[src/rtl/sprite_mover.sv]
// Sprite origin generator: moves the sprite diagonally once per update
// during vertical blank and bounces it off the active-area edges.
module sprite_mover #(
    parameter int H_ACTIVE    = 640,
    parameter int V_ACTIVE    = 480,
    parameter int SPRITE_SIZE = 8,
    parameter int START_X     = 100,
    parameter int START_Y     = 100,
    parameter int STEP        = 1,
    parameter int FRAME_DIV   = 1
) (
    input  logic        i_pix_clk,
    input  logic        i_reset,
    input  logic [15:0] i_horz_coord,
    input  logic [15:0] i_vert_coord,
    input  logic        i_enable,
    output logic [15:0] o_x_coord,
    output logic [15:0] o_y_coord,
    output logic        o_frame_tick,
    output logic        o_bounce
);

    localparam logic [16:0] X_MAX  = 17'(H_ACTIVE - SPRITE_SIZE);
    localparam logic [16:0] Y_MAX  = 17'(V_ACTIVE - SPRITE_SIZE);
    localparam logic [16:0] STEP17 = 17'(STEP);
    localparam logic [15:0] STEP16 = 16'(STEP);
    localparam logic [15:0] V_EVT  = 16'(V_ACTIVE);
    localparam logic [15:0] X_RST  = 16'(START_X);
    localparam logic [15:0] Y_RST  = 16'(START_Y);
    localparam int CW = (FRAME_DIV > 1) ? $clog2(FRAME_DIV) : 1;
    localparam logic [CW-1:0] CNT_LAST = CW'(FRAME_DIV - 1);

    typedef enum logic [1:0] {
        WAIT_FRAME,
        MOVE_X,
        MOVE_Y,
        DONE
    } state_t;

    state_t        state_q;
    logic [15:0]   x_q;
    logic [15:0]   y_q;
    logic          dir_x_q;
    logic          dir_y_q;
    logic [CW-1:0] cnt_q;
    logic          match_q;
    logic          tick_q;
    logic          bounce_q;
    logic          flip_x_q;
    logic          flip_y_q;

    logic          match;
    logic          frame_evt;
    logic [15:0]   x_d;
    logic [15:0]   y_d;
    logic          flip_x_d;
    logic          flip_y_d;

    // Returns {flip, next_pos}; 17-bit compare so pos+STEP cannot wrap.
    function automatic logic [16:0] axis_step(
        input logic [15:0] pos,
        input logic        dir,
        input logic [16:0] pmax
    );
        logic [16:0] sum;
        logic [16:0] res;
        sum = {1'b0, pos} + STEP17;
        if (dir) begin
            if (sum >= pmax) res = {1'b1, pmax[15:0]};
            else             res = {1'b0, sum[15:0]};
        end else begin
            if ({1'b0, pos} <= STEP17) res = {1'b1, 16'd0};
            else                       res = {1'b0, pos - STEP16};
        end
        return res;
    endfunction

    // The vblank line spans many cycles; only the first match is an event.
    assign match     = (i_vert_coord == V_EVT) && (i_horz_coord == 16'd0);
    assign frame_evt = match && !match_q;

    always_comb begin
        {flip_x_d, x_d} = axis_step(x_q, dir_x_q, X_MAX);
        {flip_y_d, y_d} = axis_step(y_q, dir_y_q, Y_MAX);
    end

    always_ff @(posedge i_pix_clk) begin
        if (i_reset) begin
            state_q  <= WAIT_FRAME;
            x_q      <= X_RST;
            y_q      <= Y_RST;
            dir_x_q  <= 1'b1;
            dir_y_q  <= 1'b1;
            cnt_q    <= '0;
            match_q  <= 1'b0;
            tick_q   <= 1'b0;
            bounce_q <= 1'b0;
            flip_x_q <= 1'b0;
            flip_y_q <= 1'b0;
        end else begin
            match_q  <= match;
            tick_q   <= frame_evt;
            bounce_q <= 1'b0;
            unique case (state_q)
                WAIT_FRAME: begin
                    if (frame_evt) begin
                        if (cnt_q == CNT_LAST) begin
                            cnt_q <= '0;
                            if (i_enable) state_q <= MOVE_X;
                        end else begin
                            cnt_q <= cnt_q + CW'(1);
                        end
                    end
                end
                MOVE_X: begin
                    x_q      <= x_d;
                    flip_x_q <= flip_x_d;
                    if (flip_x_d) dir_x_q <= ~dir_x_q;
                    state_q  <= MOVE_Y;
                end
                MOVE_Y: begin
                    y_q      <= y_d;
                    flip_y_q <= flip_y_d;
                    if (flip_y_d) dir_y_q <= ~dir_y_q;
                    state_q  <= DONE;
                end
                DONE: begin
                    bounce_q <= flip_x_q | flip_y_q;
                    state_q  <= WAIT_FRAME;
                end
                default: state_q <= WAIT_FRAME;
            endcase
        end
    end

    assign o_x_coord    = x_q;
    assign o_y_coord    = y_q;
    assign o_frame_tick = tick_q;
    assign o_bounce     = bounce_q;

endmodule
[config.mk]
export PLATFORM = sky130hd
export DESIGN_NAME = sprite_mover
export DESIGN_NICKNAME = d
export VERILOG_FILES = /design/src/rtl/sprite_mover.sv
export SDC_FILE = /design/constraint.sdc
export NUM_CORES = 1
export LEC_CHECK = 0
export CAP_MARGIN = 20
export CORE_UTILIZATION = 48
export DETAILED_ROUTE_END_ITERATION = 12
export GPL_ROUTABILITY_DRIVEN = 1
export GPL_TIMING_DRIVEN = 0
export MAX_ROUTING_LAYER = met4
export PLACE_DENSITY = 0.75
export SYNTH_ARGS = -nofsm -noshare
export SYNTH_HDL_FRONTEND = slang
export SYNTH_SLANG_ARGS = --single-unit
[constraint.sdc]
create_clock -name i_pix_clk -period 2.05 [get_ports i_pix_clk]
set_clock_uncertainty 0.1 [all_clocks]
set_input_delay 0.205 -clock i_pix_clk [delete_from_list [all_inputs] [get_ports i_pix_clk]]
set_output_delay 0.205 -clock i_pix_clk [all_outputs]
set_load 0.01 [all_outputs]
Word level (Yosys, flattened, before mapping)
Index checks and enable logic that the tools add are counted.
{ "totals": {"ff_bits": 42, "inputBits": 35, "out_inout_bits": 34, "word_cells": 52} }
{ "op_classes": {"addsub": 5, "n_lt_le_gt_ge": 4, "n_eq_ne": 7, "mux": 11, "n_bitwise": 4, "reduce_logical": 10} }
{ "op_table": {"columns": ["cell", "n"], "rows": [
  ["$mux 17", 6],
  ["$add 16x1->17 const B", 2],
  ["$le 16x1->1 const B", 2],
  ["$sub 16x1->16 const B", 2],
  ["$ge 17x10->1 const B", 1],
  ["$ge 17x9->1 const B", 1],
  ["$eq 16x9->1 const B", 1],
  ["$logic_not 16->1", 1],
  ["$pmux 2 s4", 1],
  ["$mux 2", 3],
  ["$ne 2x2->1 const B", 3],
  ["$reduce_and 2->1", 3],
  ["$eq 2x2->1 const B", 2],
  ["$not 1->1", 3],
  ["$reduce_and 3->1", 1],
  ["$eq 2x1->1 const B", 1],
  ["$logic_and 1x1->1", 2],
  ["$logic_not 2->1", 1],
  ["$reduce_or 2->1", 1],
  ["$add 1x1->1 const B", 1],
  ["$logic_not 1->1", 1],
  ["$mux 1", 1],
  ["$or 1x1->1", 1]
]} }

Depth between registers and ports, before layout
{ "logic_depth": {"word_depth": 5, "mapped_depth": 10} }

Worst setup path after synthesis
No wires, ideal clock.
{ "synth_path": {"path_type": "register -> register", "from": "register x_q[0] (netlist: o_x_coord[0])", "to": "register flip_x_q", "arrival_ns": 2.070, "setup_slack_ns": -0.242, "path_stages_with_launch": 8, "n_path_buf": 0, "cell_sequence": "dfxtp_1 -> ha_1 -> inv_1 -> nor4_2 -> mux2i_1 -> a2111oi_4 -> nor3_1 -> a311o_1"} }
{ "synth_between": {"elab_chain_len": 4, "word_cells_on_any_way": 6, "classes_between": "1 x add/sub; 2 x order compare; 3 x mux"} }
{ "synth_rtl": {"columns": ["element", "line", "rtl"], "rows": [
  ["start, declared", "41", "logic [15:0] x_q;"],
  ["start signal, assigned", "90", "x_q <= X_RST;"],
  ["start signal, assigned", "116", "x_q <= x_d;"],
  ["$add 16x1->17", "67", "sum = {1'b0, pos} + STEP17;"],
  ["$ge 17x10->1", "69", "if (sum >= pmax) res = {1'b1, pmax[15:0]};"],
  ["$mux 17", "69", null],
  ["$mux 17 *", "68", "if (dir) begin"],
  ["end signal, assigned", "117", "flip_x_q <= flip_x_d;"],
  ["end, declared", "49", "logic flip_x_q;"]
]} }
Every way passes the cells marked *; elsewhere a longest branch is shown, timed or not.
A chain may end at the register's enable or synchronous reset.

Final worst setup path
{ "layout_path": {"from": "register x_q[2] (netlist: o_x_coord[2])", "to": "register x_q[11] (netlist: o_x_coord[11])"} }
{ "layout_between": {"elab_chain_len": 4, "word_cells_on_any_way": 7, "classes_between": "2 x add/sub; 2 x order compare; 3 x mux"} }
{ "layout_rtl": {"columns": ["element", "line"], "rows": [
  ["$add 16x1->17", "67"],
  ["$ge 17x10->1", "69"],
  ["$mux 17", "69"],
  ["$mux 17 *", "68"]
]} }
Marks and branches as above.

==> results.txt <==
outcome -> finished, violations left
violated checks -> setup timing
Peak VDD IR -> 322 uV
# diodes -> 0
hold_sp -> match_q
WL per Instance -> 21.7 um
Layout area overhead -> 67.9%
Min-Delay Path Class -> flip-flop to flip-flop
hold path depth -> 1
post-synth cell types -> 75
Syn Area/Cell -> 7.44 sq um
first-pass GRT wire length -> 21000 um
Root Driver -> clkbuf_8
final setup fails -> 35
CTS tree -> yes
worst setup path class -> flip-flop to flip-flop
Crit. End Element -> flip-flop
area occupied by multi-input gates -> 3130 sq um
DRT Pass-1 Iters -> 7
Placed Area -> 4380 sq um
DR DRC count -> 0
DIE HEIGHT -> 87.3 um
compound-gate portion of the synthesized area -> 27.6%
Slew Limit Fails -> 0
Reg2Reg Capture Point -> o_x_coord[11]
Comb pwr share -> 38.6%
Post-Synth Simple-Gate Area -> 31.8%
Floorplan Core Area -> 6910 sq um
mux cell area share after synthesis -> 2.04%
fmax -> 428 MHz
Worst Hold End -> o_frame_tick
io pins -> 69
largest delay contributor family on the critical path -> simple AND/OR/NAND/NOR gates
asr flop ratio synth -> 0%
Sw Ratio -> 37.6%
final worst setup slack -> -288 ps
FF-to-FF Start -> o_x_coord[2]
Slew @ Worst Pin -> 823 ps
# H-tree levels -> 2
RD Place Congestion -> 0.939
adder-cell share of the synthesized area -> 3.94%
Int Power -> 0.00155 W
Worst Setup Start Kind -> flip-flop
design area -> 5860 sq um
Post-Syn Instances -> 469
Initial DRC Count -> 621
layout cell share with drive strength beyond 1 -> 41.4%
GRT overflow -> 0
initial antenna violation count -> 0
starting density of the core -> 50.5%
most frequent cells in the layout -> clkdlybuf4s50_1 (67), buf_4 (60), nand2_1 (33), nor2_1 (31)
largest net degree at the start of global routing -> 13
Clock power frac -> 26.0%
die footprint -> 7620 sq um
Pwr Density -> 423 nW/um^2
post-route ant nets -> 0
Crit path required time -> 2110 ps
register area -> 878 sq um
Hold Vio Cnt, Final -> 0
Seq cells post-synth -> 41
post-route clock period utilization -> 114%
CP cell instances -> or4_4 -> nor4b_4 -> buf_6 -> a21o_4 -> buf_8 -> o21ai_2 -> a22oi_1 -> nor2_1
nets@finish -> 654
Die Span X -> 87.3 um
Period minus WS final -> 2340 ps
ys flop type -> dfxtp_1
RSZ-0062 raised after global routing -> yes
port bufs -> 67
Leak -> 2.13 nW
largest family of logic cells by synthesized area -> simple AND/OR/NAND/NOR gates
Yosys Warn Count -> 0
Crit path largest cell delay -> 590 ps
EDFF count, synth -> 0
Cell Area, Synth -> 3490 sq um
site row count -> 30
Slowest-stage cell, CP -> or4_4
Clock transition at path regs -> 90 ps
Post-Synthesis Net Count -> 515
CTS sink count -> 41
sequential fraction of the synthesis area -> 23.5%
setup TNS -> -5550 ps
Flop pwr share -> 35.5%
Psw -> 0.000932 W
Worst slew margin -> 45.1%
CTS buffer count -> 5
Post-Route WL -> 15300 um
hpwl dp -> 8100 um
GRT Total Usage -> 36.7%
Final Util -> 84.9%
Post-Synth XOR/XNOR Area -> 3.51%
clock latency on the worst-skew pair -> 310 ps
vias in the first global route -> 4263
number of vias per cell -> 6.97
Worst Path Max Fanout -> 5
most common cell after layout, fill and taps aside -> clkdlybuf4s50_1
Fillers -> 370
Buf/Inv on CP -> 2
worst r2r path cells -> 8
data arrival time of the worst path -> 2400 ps
flop2flop setup slack -> -290 ps
Max clock buf depth -> 2
max-cap viol count -> 0
vias -> 4916
==> registers in the layout (all words and copies together), names as in the netlist <==
name	flops
o_y_coord	16
flip_x_q	1
flip_y_q	1
dir_x_q	1
o_x_coord	16
state_q	2
o_frame_tick	1
match_q	1
o_bounce	1
dir_y_q	1
==> power groups by stage <==
stage / clock (W) / sequential, W / combinational (W)
global placement: 0 / 0.000885 / 0.000607
floorplan: 0 / 0.000894 / 0.000363
global route: 0.000666 / 0.000886 / 0.000999
finish: 0.000644 / 0.000880 / 0.000957
detailed placement: 0 / 0.000887 / 0.000614
CTS: 0.000624 / 0.000876 / 0.000849
==> worst max path at each step <==
stage                      start  cells past startpoint  slack, ps       endpoint
finish              o_x_coord[2]                      8       -290  o_x_coord[11]
global route        o_x_coord[6]                      8       -340   o_x_coord[2]
CTS                 o_y_coord[9]                      7       -160   o_y_coord[7]
detailed placement  o_x_coord[0]                      8       -690   o_x_coord[2]
global placement    o_x_coord[1]                      8       -660   o_x_coord[2]
floorplan           o_x_coord[5]                      8       -170   o_x_coord[1]
==> worst reg2reg max path: stages, from the launching register on <==
cell and delay, ps:
dfxtp_4 380, or4_4 590, nor4b_4 240, buf_6 170, a21o_4 170, buf_8 140
o21ai_2 60, a22oi_1 250, nor2_1 90
==> layout make-up <==
class | instances | area share (%)
clock buffers | 7 | 1.64
repair buffers | 140 | 22.4
multi-input cells | 371 | 53.3
inverters | 15 | 1.07
well taps | 96 | 2.05
plain buffers | 34 | 4.48
flip-flops and latches | 41 | 15.0
clock inverters | 1 | 0.0854
==> layer usage <==
layer	up-vias	track usage [%]	routed length (um)
met2	472	56.3	6890
met4	0	15.2	1020
met3	130	6.73	1660
met5	-	-	0
li1	2056	-	-
met1	2258	47.4	5760
==> logic make-up (layout without fill, tap and decap cells) <==
group	count (synthesis)	in the layout
xor gates and xnor gates	14	14
buffers and inverters	57	197
AOI/OAI and AO/OA	141	141
and+or+nand+nor	198	198
DFF	41	41
adders and majority gates	11	11
muxes	7	7
==> cell usage after synthesis (8+ instances only) <==
cell / number / area (sq um)
a21oi_1: 31 / 155
xnor2_1: 9 / 78.8
nand3_1: 18 / 90.1
nor2_1: 35 / 131
nor4_1: 11 / 68.8
inv_1: 14 / 52.6
nand2_1: 36 / 135
nor3_1: 31 / 155
dfxtp_1: 41 / 821
clkbuf_1: 21 / 78.8
nand4_1: 12 / 75.1
o21ai_0: 33 / 165
or3_1: 8 / 50.1
buf_2: 10 / 50.1
ha_1: 11 / 138
==> timing repair <==
action | 4_1_cts | 5_1_grt
pin swaps | 55 | 53
hold buffers | 0 | 0
setup endpoints to repair | 36 | 38
gates cloned | 1 | 0
setup buffers | 56 | 21
resized for setup | 143 | 86
==> through the flow <==
stage	total power, W	hold WS [ps]	setup WS [ps]	instances
4_1_cts	0.00235	342	-160	691
6_report	0.00248	343	-288	705
3_5_place_dp	0.00150	326	-686	632
5_1_grt	0.00255	360	-344	705
2_1_floorplan	0.00126	291	-174	469
3_3_place_gp	0.00149	333	-664	632
Power figures use the tool's default switching activity.
